File: config.mk
export PLATFORM = sky130hd
export DESIGN_NAME = line_render_scheduler
export DESIGN_NICKNAME = d
export VERILOG_FILES = /design/src/rtl/gfx_pkg.sv /design/src/rtl/line_render_scheduler_trig.sv /design/src/rtl/line_render_scheduler.sv
export SDC_FILE = /design/constraint.sdc
export NUM_CORES = 1
export LEC_CHECK = 0
export BUFFER_PORTS_ARGS = -buffer_cell sky130_fd_sc_hd__buf_4
export CAP_MARGIN = 20
export CORE_MARGIN = 1.5
export CORE_UTILIZATION = 45
export DETAILED_ROUTE_END_ITERATION = 6
export GPL_ROUTABILITY_DRIVEN = 0
export PLACE_DENSITY = 0.73
export RECOVER_POWER = 25
export SLEW_MARGIN = 20
export SYNTH_ARGS = -nofsm -noshare
export SYNTH_HDL_FRONTEND = slang
export SYNTH_HIERARCHICAL = 1
export SYNTH_SLANG_ARGS = --single-unit
File: constraint.sdc
create_clock -name i_clk -period 2.1 [get_ports i_clk]
set_clock_uncertainty 0.15 [all_clocks]
set_input_delay 0.105 -clock i_clk [delete_from_list [all_inputs] [get_ports i_clk]]
set_output_delay 0.105 -clock i_clk [all_outputs]
set_load 0.005 [all_outputs]
File: src/rtl/gfx_pkg.sv
// rtl/gfx_pkg.sv - shared types and default constants for the line render scheduler
// Purpose: scheduler FSM state encoding, tilemap index type, VGA timing defaults.
// Ports: none (package).
package gfx_pkg;

  typedef enum logic [2:0] {
    ST_IDLE   = 3'd0,
    ST_T_GO   = 3'd1,
    ST_T_ARM  = 3'd2,
    ST_T_WAIT = 3'd3,
    ST_S_GO   = 3'd4,
    ST_S_ARM  = 3'd5,
    ST_S_WAIT = 3'd6
  } sched_state_t;

  typedef logic [1:0] tilemap_idx_t;

  localparam int H_TRIGGER_DEF = 0;
  localparam int V_ACTIVE_DEF  = 480;
  localparam int V_LAST_DEF    = 524;
  localparam int CNT_W_DEF     = 8;

endpackage

File: src/rtl/line_render_scheduler_trig.sv
// rtl/line_render_scheduler_trig.sv - once-per-line trigger from a registered hcount match
// Purpose: raise o_trig for exactly one cycle on the first registered match of
//          i_hcount == H_TRIGGER, so a stalled hcount yields a single trigger.
// Ports:
//   i_clk, i_reset  clock, synchronous active-low reset
//   i_hcount        VGA horizontal counter
//   o_trig          one-cycle trigger pulse
module line_render_scheduler_trig #(
  parameter logic [10:0] H_TRIGGER = 11'd0
) (
  input  logic        i_clk,
  input  logic        i_reset,
  input  logic [10:0] i_hcount,
  output logic        o_trig
);

  logic r_match;
  logic r_match_d;

  always_ff @(posedge i_clk) begin
    if (!i_reset) begin
      r_match   <= 1'b0;
      r_match_d <= 1'b0;
    end else begin
      r_match   <= (i_hcount == H_TRIGGER);
      r_match_d <= r_match;
    end
  end

  assign o_trig = r_match & ~r_match_d;

endmodule

File: src/rtl/line_render_scheduler.sv
// rtl/line_render_scheduler.sv - per-scanline tile/sprite render sequencer
// Purpose: on each line trigger pulse the tile engine, wait for done, pulse the
//          sprite engine, wait for done. Owns the ping-pong line buffer select,
//          shadows the tilemap index to frame boundaries, counts overruns.
// Ports:
//   i_clk, i_reset          clock, synchronous active-low reset
//   i_hcount, i_vcount      VGA timing counters
//   i_cfg_tilemap_idx       requested tilemap; i_cfg_wr latches it into pending
//   o_tile_start/i_tile_done  tile engine handshake; o_tilemap_idx shadowed index
//   o_spr_start/i_spr_done    sprite engine handshake
//   o_wbuf_sel/o_rbuf_sel   line buffer write/display selects (always complementary)
//   o_line_ready            render complete until next trigger
//   o_overrun/o_overrun_cnt sticky overrun flag and saturating count
module line_render_scheduler
  import gfx_pkg::*;
#(
  parameter int H_TRIGGER = H_TRIGGER_DEF,
  parameter int V_ACTIVE  = V_ACTIVE_DEF,
  parameter int V_LAST    = V_LAST_DEF,
  parameter int CNT_W     = CNT_W_DEF
) (
  input  logic               i_clk,
  input  logic               i_reset,
  input  logic [10:0]        i_hcount,
  input  logic [9:0]         i_vcount,
  input  tilemap_idx_t       i_cfg_tilemap_idx,
  input  logic               i_cfg_wr,
  output logic               o_tile_start,
  output tilemap_idx_t       o_tilemap_idx,
  input  logic               i_tile_done,
  output logic               o_spr_start,
  input  logic               i_spr_done,
  output logic               o_wbuf_sel,
  output logic               o_rbuf_sel,
  output logic               o_line_ready,
  output logic               o_overrun,
  output logic [CNT_W-1:0]   o_overrun_cnt
);

  sched_state_t     r_state;
  sched_state_t     w_state_next;
  logic             w_trig;
  logic             w_render_line;
  logic             w_toggle_line;
  logic             w_last_line;
  logic             w_line_done;
  logic             w_overrun_evt;
  logic             r_wbuf_sel;
  logic             r_line_ready;
  logic             r_overrun;
  logic [CNT_W-1:0] r_overrun_cnt;
  tilemap_idx_t     r_tilemap_idx;
  tilemap_idx_t     r_pending;

  line_render_scheduler_trig #(
    .H_TRIGGER (11'(H_TRIGGER))
  ) u_trig (
    .i_clk    (i_clk),
    .i_reset  (i_reset),
    .i_hcount (i_hcount),
    .o_trig   (w_trig)
  );

  // Lines 0..V_ACTIVE-2 render the next visible line; the last frame line renders line 0.
  // The final visible line still flips buffers so its own render gets displayed.
  assign w_last_line   = (i_vcount == 10'(V_LAST));
  assign w_render_line = (i_vcount <= 10'(V_ACTIVE - 2)) || w_last_line;
  assign w_toggle_line = w_render_line || (i_vcount == 10'(V_ACTIVE - 1));
  assign w_overrun_evt = w_trig && (r_state != ST_IDLE);

  always_comb begin
    w_state_next = r_state;
    w_line_done  = 1'b0;
    o_tile_start = 1'b0;
    o_spr_start  = 1'b0;
    case (r_state)
      ST_T_GO: o_tile_start = 1'b1;
      ST_S_GO: o_spr_start  = 1'b1;
      default: ;
    endcase
    if (w_trig) begin
      // A trigger always wins: a busy FSM is restarted (or parked) rather than finishing late.
      w_state_next = w_render_line ? ST_T_GO : ST_IDLE;
    end else begin
      case (r_state)
        ST_T_GO:   w_state_next = ST_T_ARM;
        // Guard cycle: the engine's done is still stale-high from the previous line.
        ST_T_ARM:  w_state_next = ST_T_WAIT;
        ST_T_WAIT: if (i_tile_done) w_state_next = ST_S_GO;
        ST_S_GO:   w_state_next = ST_S_ARM;
        ST_S_ARM:  w_state_next = ST_S_WAIT;
        ST_S_WAIT: begin
          if (i_spr_done) begin
            w_state_next = ST_IDLE;
            w_line_done  = 1'b1;
          end
        end
        default:   w_state_next = ST_IDLE;
      endcase
    end
  end

  always_ff @(posedge i_clk) begin
    if (!i_reset) begin
      r_state       <= ST_IDLE;
      r_wbuf_sel    <= 1'b0;
      r_line_ready  <= 1'b0;
      r_overrun     <= 1'b0;
      r_overrun_cnt <= '0;
      r_tilemap_idx <= '0;
      r_pending     <= '0;
    end else begin
      r_state <= w_state_next;
      if (i_cfg_wr) r_pending <= i_cfg_tilemap_idx;
      // Old pending is taken here, so a same-cycle cfg_wr lands in the following frame.
      if (w_trig && w_last_line) r_tilemap_idx <= r_pending;
      if (w_trig && w_toggle_line) begin
        r_wbuf_sel   <= ~r_wbuf_sel;
        r_line_ready <= 1'b0;
      end else if (w_line_done) begin
        r_line_ready <= 1'b1;
      end
      if (w_overrun_evt) begin
        r_overrun <= 1'b1;
        if (r_overrun_cnt != '1) r_overrun_cnt <= r_overrun_cnt + CNT_W'(1);
      end
    end
  end

  assign o_wbuf_sel    = r_wbuf_sel;
  assign o_rbuf_sel    = ~r_wbuf_sel;
  assign o_line_ready  = r_line_ready;
  assign o_overrun     = r_overrun;
  assign o_overrun_cnt = r_overrun_cnt;
  assign o_tilemap_idx = r_tilemap_idx;

endmodule
==> flow_summary.yaml <==
drt:
  via_per_inst: 5.15
  avgRoutedWirePerCell_um: 13.0
  drc: 0
  via_count: 979
  drt_iter0_markers: 13
  drtPass1Iterations: 4
  routed_wl_um: 2460
  ant_nets: 0
critical_path:
  criticalPathCategory: "in -> reg"
  crit_slowest_cell: "dlygate4sd3_1"
  crit_path_max_incr_delay_ps: 590
  cp-end-kind: "flip-flop"
  path_cells: "dlygate4sd3_1 -> buf_4 -> nor3_4 -> dlygate4sd3_1 -> nand3_1 -> a21boi_0"
  r2r_cells: 7
  crit_top_cell: "dlygate4sd3_1"
  critPathLaunchType: "primary input"
  crit_arrival_ps: 1900
  path_max_fanout: 4
  cp.required_ps: 2180
power:
  power_frac_seq_pct: 60.0
  pwr-share-comb_pct: 11.9
  swShare_pct: 21.9
  vdd_drop_max_mv: 0.339
  p_sw_mw: 0.140
  power_density_nw_per_um2: 438
  finalPower_mw: 0.638
  clkPwrFrac_pct: 28.1
  p_leak_nw: 0.613
  internal_power_mw: 0.498
cts:
  h-tree-depth: 1
  cts_buffer_depth: 2
  clock_latency_ps: 290
  cts_made_buffers: 3
  clk_pin_slew_ps: 110
  cts_sinks: 20
  cts_tree: "yes"
  root_buffer: "clkbuf_4"
sta:
  fin_crit_ps: 1830
  min_period_over_period_pct: 86.9
  finalSetupViolations: 0
  maxSlewViolCount: 0
  rsz0062_at_grt: "no"
  fmax_mhz: 548
  hold_viol_final: 0
  final.setup.worst_slack_ps: 275
  slew_headroom_pct: 60.9
  setup_tns_ps: 0
  tightest_slew_ps: 585
global_routing:
  grt_pass1_vias: 946
  track_usage_pct: 20.8
  grt_pass1_wl_um: 4080
  grt_max_degree: 22
  grt.overflow.total: 0
  antenna_found_initial: 0
synthesis:
  ys_seq_elements: 20
  syn_inst: 109
  ys_seq_area_share_pct: 40.4
  avgSynthCellArea_um2: 9.09
  synth_cell_types: 36
  yosysWarnings: 6
  synth_nets: 138
  syn_area_um2: 991
placed_design:
  dp_hpwl_um: 1720
  place_inst: 178
  portBuffers: 43
  pre_cts_slack_ps: 391
floorplanning:
  num_io_pins: 44
  num_rows: 16
  die_x_um: 49.9
  die_h_um: 49.9
  start_util_pct: 49.0
  die_area_um2: 2490
  core_area_um2: 2020
cells_and_area:
  finalNetCount: 194
  area_growth_pct: 46.8
  final_cells: 190
  final_layout_size_suffix_gt1_share_pct: 31.9
  n_antenna_cell: 0
hold_path:
  hp-class: "in -> reg"
  worst_hold_path.num_cells: 4
flow_run:
  maxCapViolations: 0
outcome:
  outcome: "complete, no violations"
-- through the flow --
stage / util (%) / hold WS (ps) / area, um2
after detailed placement: 66.6 / 230 / 1350
after global routing: 72.0 / 16.7 / 1460
after global placement: 66.6 / 219 / 1350
after CTS: 72.6 / 6.03 / 1470
after floorplan: - / 82.3 / 991
final: 72.0 / 6.43 / 1460
-- layout by cell type (no fill, tap or decap), types with 5 or more instances in the layout --
cell type	synthesis	final
nor2_1	5	5
nand3_1	7	7
clkbuf_4	0	10
nor2b_1	5	5
dfxtp_1	20	20
dlygate4sd3_1	0	9
buf_4	0	36
and2_1	8	8
nand2_1	12	12
-- layer usage --
| metal | vias up | global-route usage, % | share of wire (%) |
|---|---|---|---|
| met2 | 31 | 39.6 | 53 |
| met5 | - | 0 | 0 |
| met1 | 446 | 24.4 | 43 |
| met4 | 0 | 4.17 | 0 |
| met3 | 0 | 3.03 | 4.4 |
| li1 | 502 | - | - |
-- worst max-delay path, delay by kind of cell --
kind	cells	cell delay [ps]
buf+inv	3	1290
simple gates	2	330
compound gates	1	170
-- worst paths after layout --
check,startpoint,end,slack [ps]
max,i_vcount[1],o_tilemap_idx[0],270
min,i_vcount[6],o_tilemap_idx[1],6
max reg2reg,u_trig/r_match,o_overrun_cnt[5],350
min reg2reg,o_tilemap_idx[1],o_tilemap_idx[1],320
-- sequential cells by signal, summed over array words and instances, names as in the netlist --
signal            count
o_line_ready          1
o_overrun             1
o_overrun_cnt         8
o_tilemap_idx         2
o_wbuf_sel            1
r_pending             2
r_state               3
u_trig/r_match        1
u_trig/r_match_d      1
-- final cells by class --
cell class                      instances  area, um2
Clock buffer                            3       22.5
Fill cell                             163        567
Inverter                                2       7.51
Multi-Input combinational cell         85        574
Sequential cell                        20        400
Tap cell                               27       33.8
Timing Repair Buffer                   53        417
-- synthesized netlist by cell type --
cell,instances,area share [%]
mux2i_1,4,4.0
or4b_4,1,1.4
o31ai_4,1,2.1
nand3_1,7,3.5
nand2_1,12,4.5
o21ai_0,3,1.5
nand3b_1,1,0.76
and4_1,1,0.88
inv_1,2,0.76
a311oi_2,1,1.5
nor3_4,1,1.6
a41oi_1,1,0.88
o211ai_1,2,1.5
or4_1,1,0.76
nor3_1,2,1.0
and2_1,8,5.1
dfxtp_1,20,40
xnor2_1,4,3.5
a21boi_0,3,2.3
and3_1,1,0.63
nor2b_1,5,3.2
o21ai_2,1,0.88
nand4_1,3,1.9
nor4_1,2,1.3
clkbuf_2,1,0.50
xor2_1,2,1.8
a21oi_1,3,1.5
o22ai_1,1,0.63
nand3_2,1,1.0
ha_1,1,1.3
nor4b_1,1,0.88
a211oi_1,1,0.76
nor2_1,5,1.9
nand2b_1,3,1.9
nor3b_1,2,1.5
clkbuf_1,1,0.38
-- power by group through the flow --
| stage | registers, mW | logic [mW] | clock network [mW] |
|---|---|---|---|
| 2_1_floorplan | 0.391 | 0.0138 | 0 |
| 3_3_place_gp | 0.391 | 0.0609 | 0 |
| 3_5_place_dp | 0.391 | 0.0624 | 0 |
| 4_1_cts | 0.383 | 0.0750 | 0.183 |
| 5_1_grt | 0.383 | 0.0819 | 0.203 |
| 6_report | 0.383 | 0.0759 | 0.179 |
-- repair_timing --
item	CTS	global route
setup endpoints to repair	0	1
hold buffers	10	0
hold endpoints to repair	5	0
setup buffers	0	0
gates resized for setup	0	0
-- kinds of logic (layout without fill, tap and decap cells) --
logic type                 after synthesis  in the layout  share of synthesized area [%]
AOI/OAI and AO/OA                       17             17                           13.6
xor gates and xnor gates                 6              6                           5.30
adders and majority gates                1              1                           1.26
buffers and inverters                    4             58                           1.64
DFF                                     20             20                           40.4
muxes                                    4              4                           4.04
and+or+nand+nor                         57             57                           33.7
No activity file was read; power rests on OpenSTA's default activity.
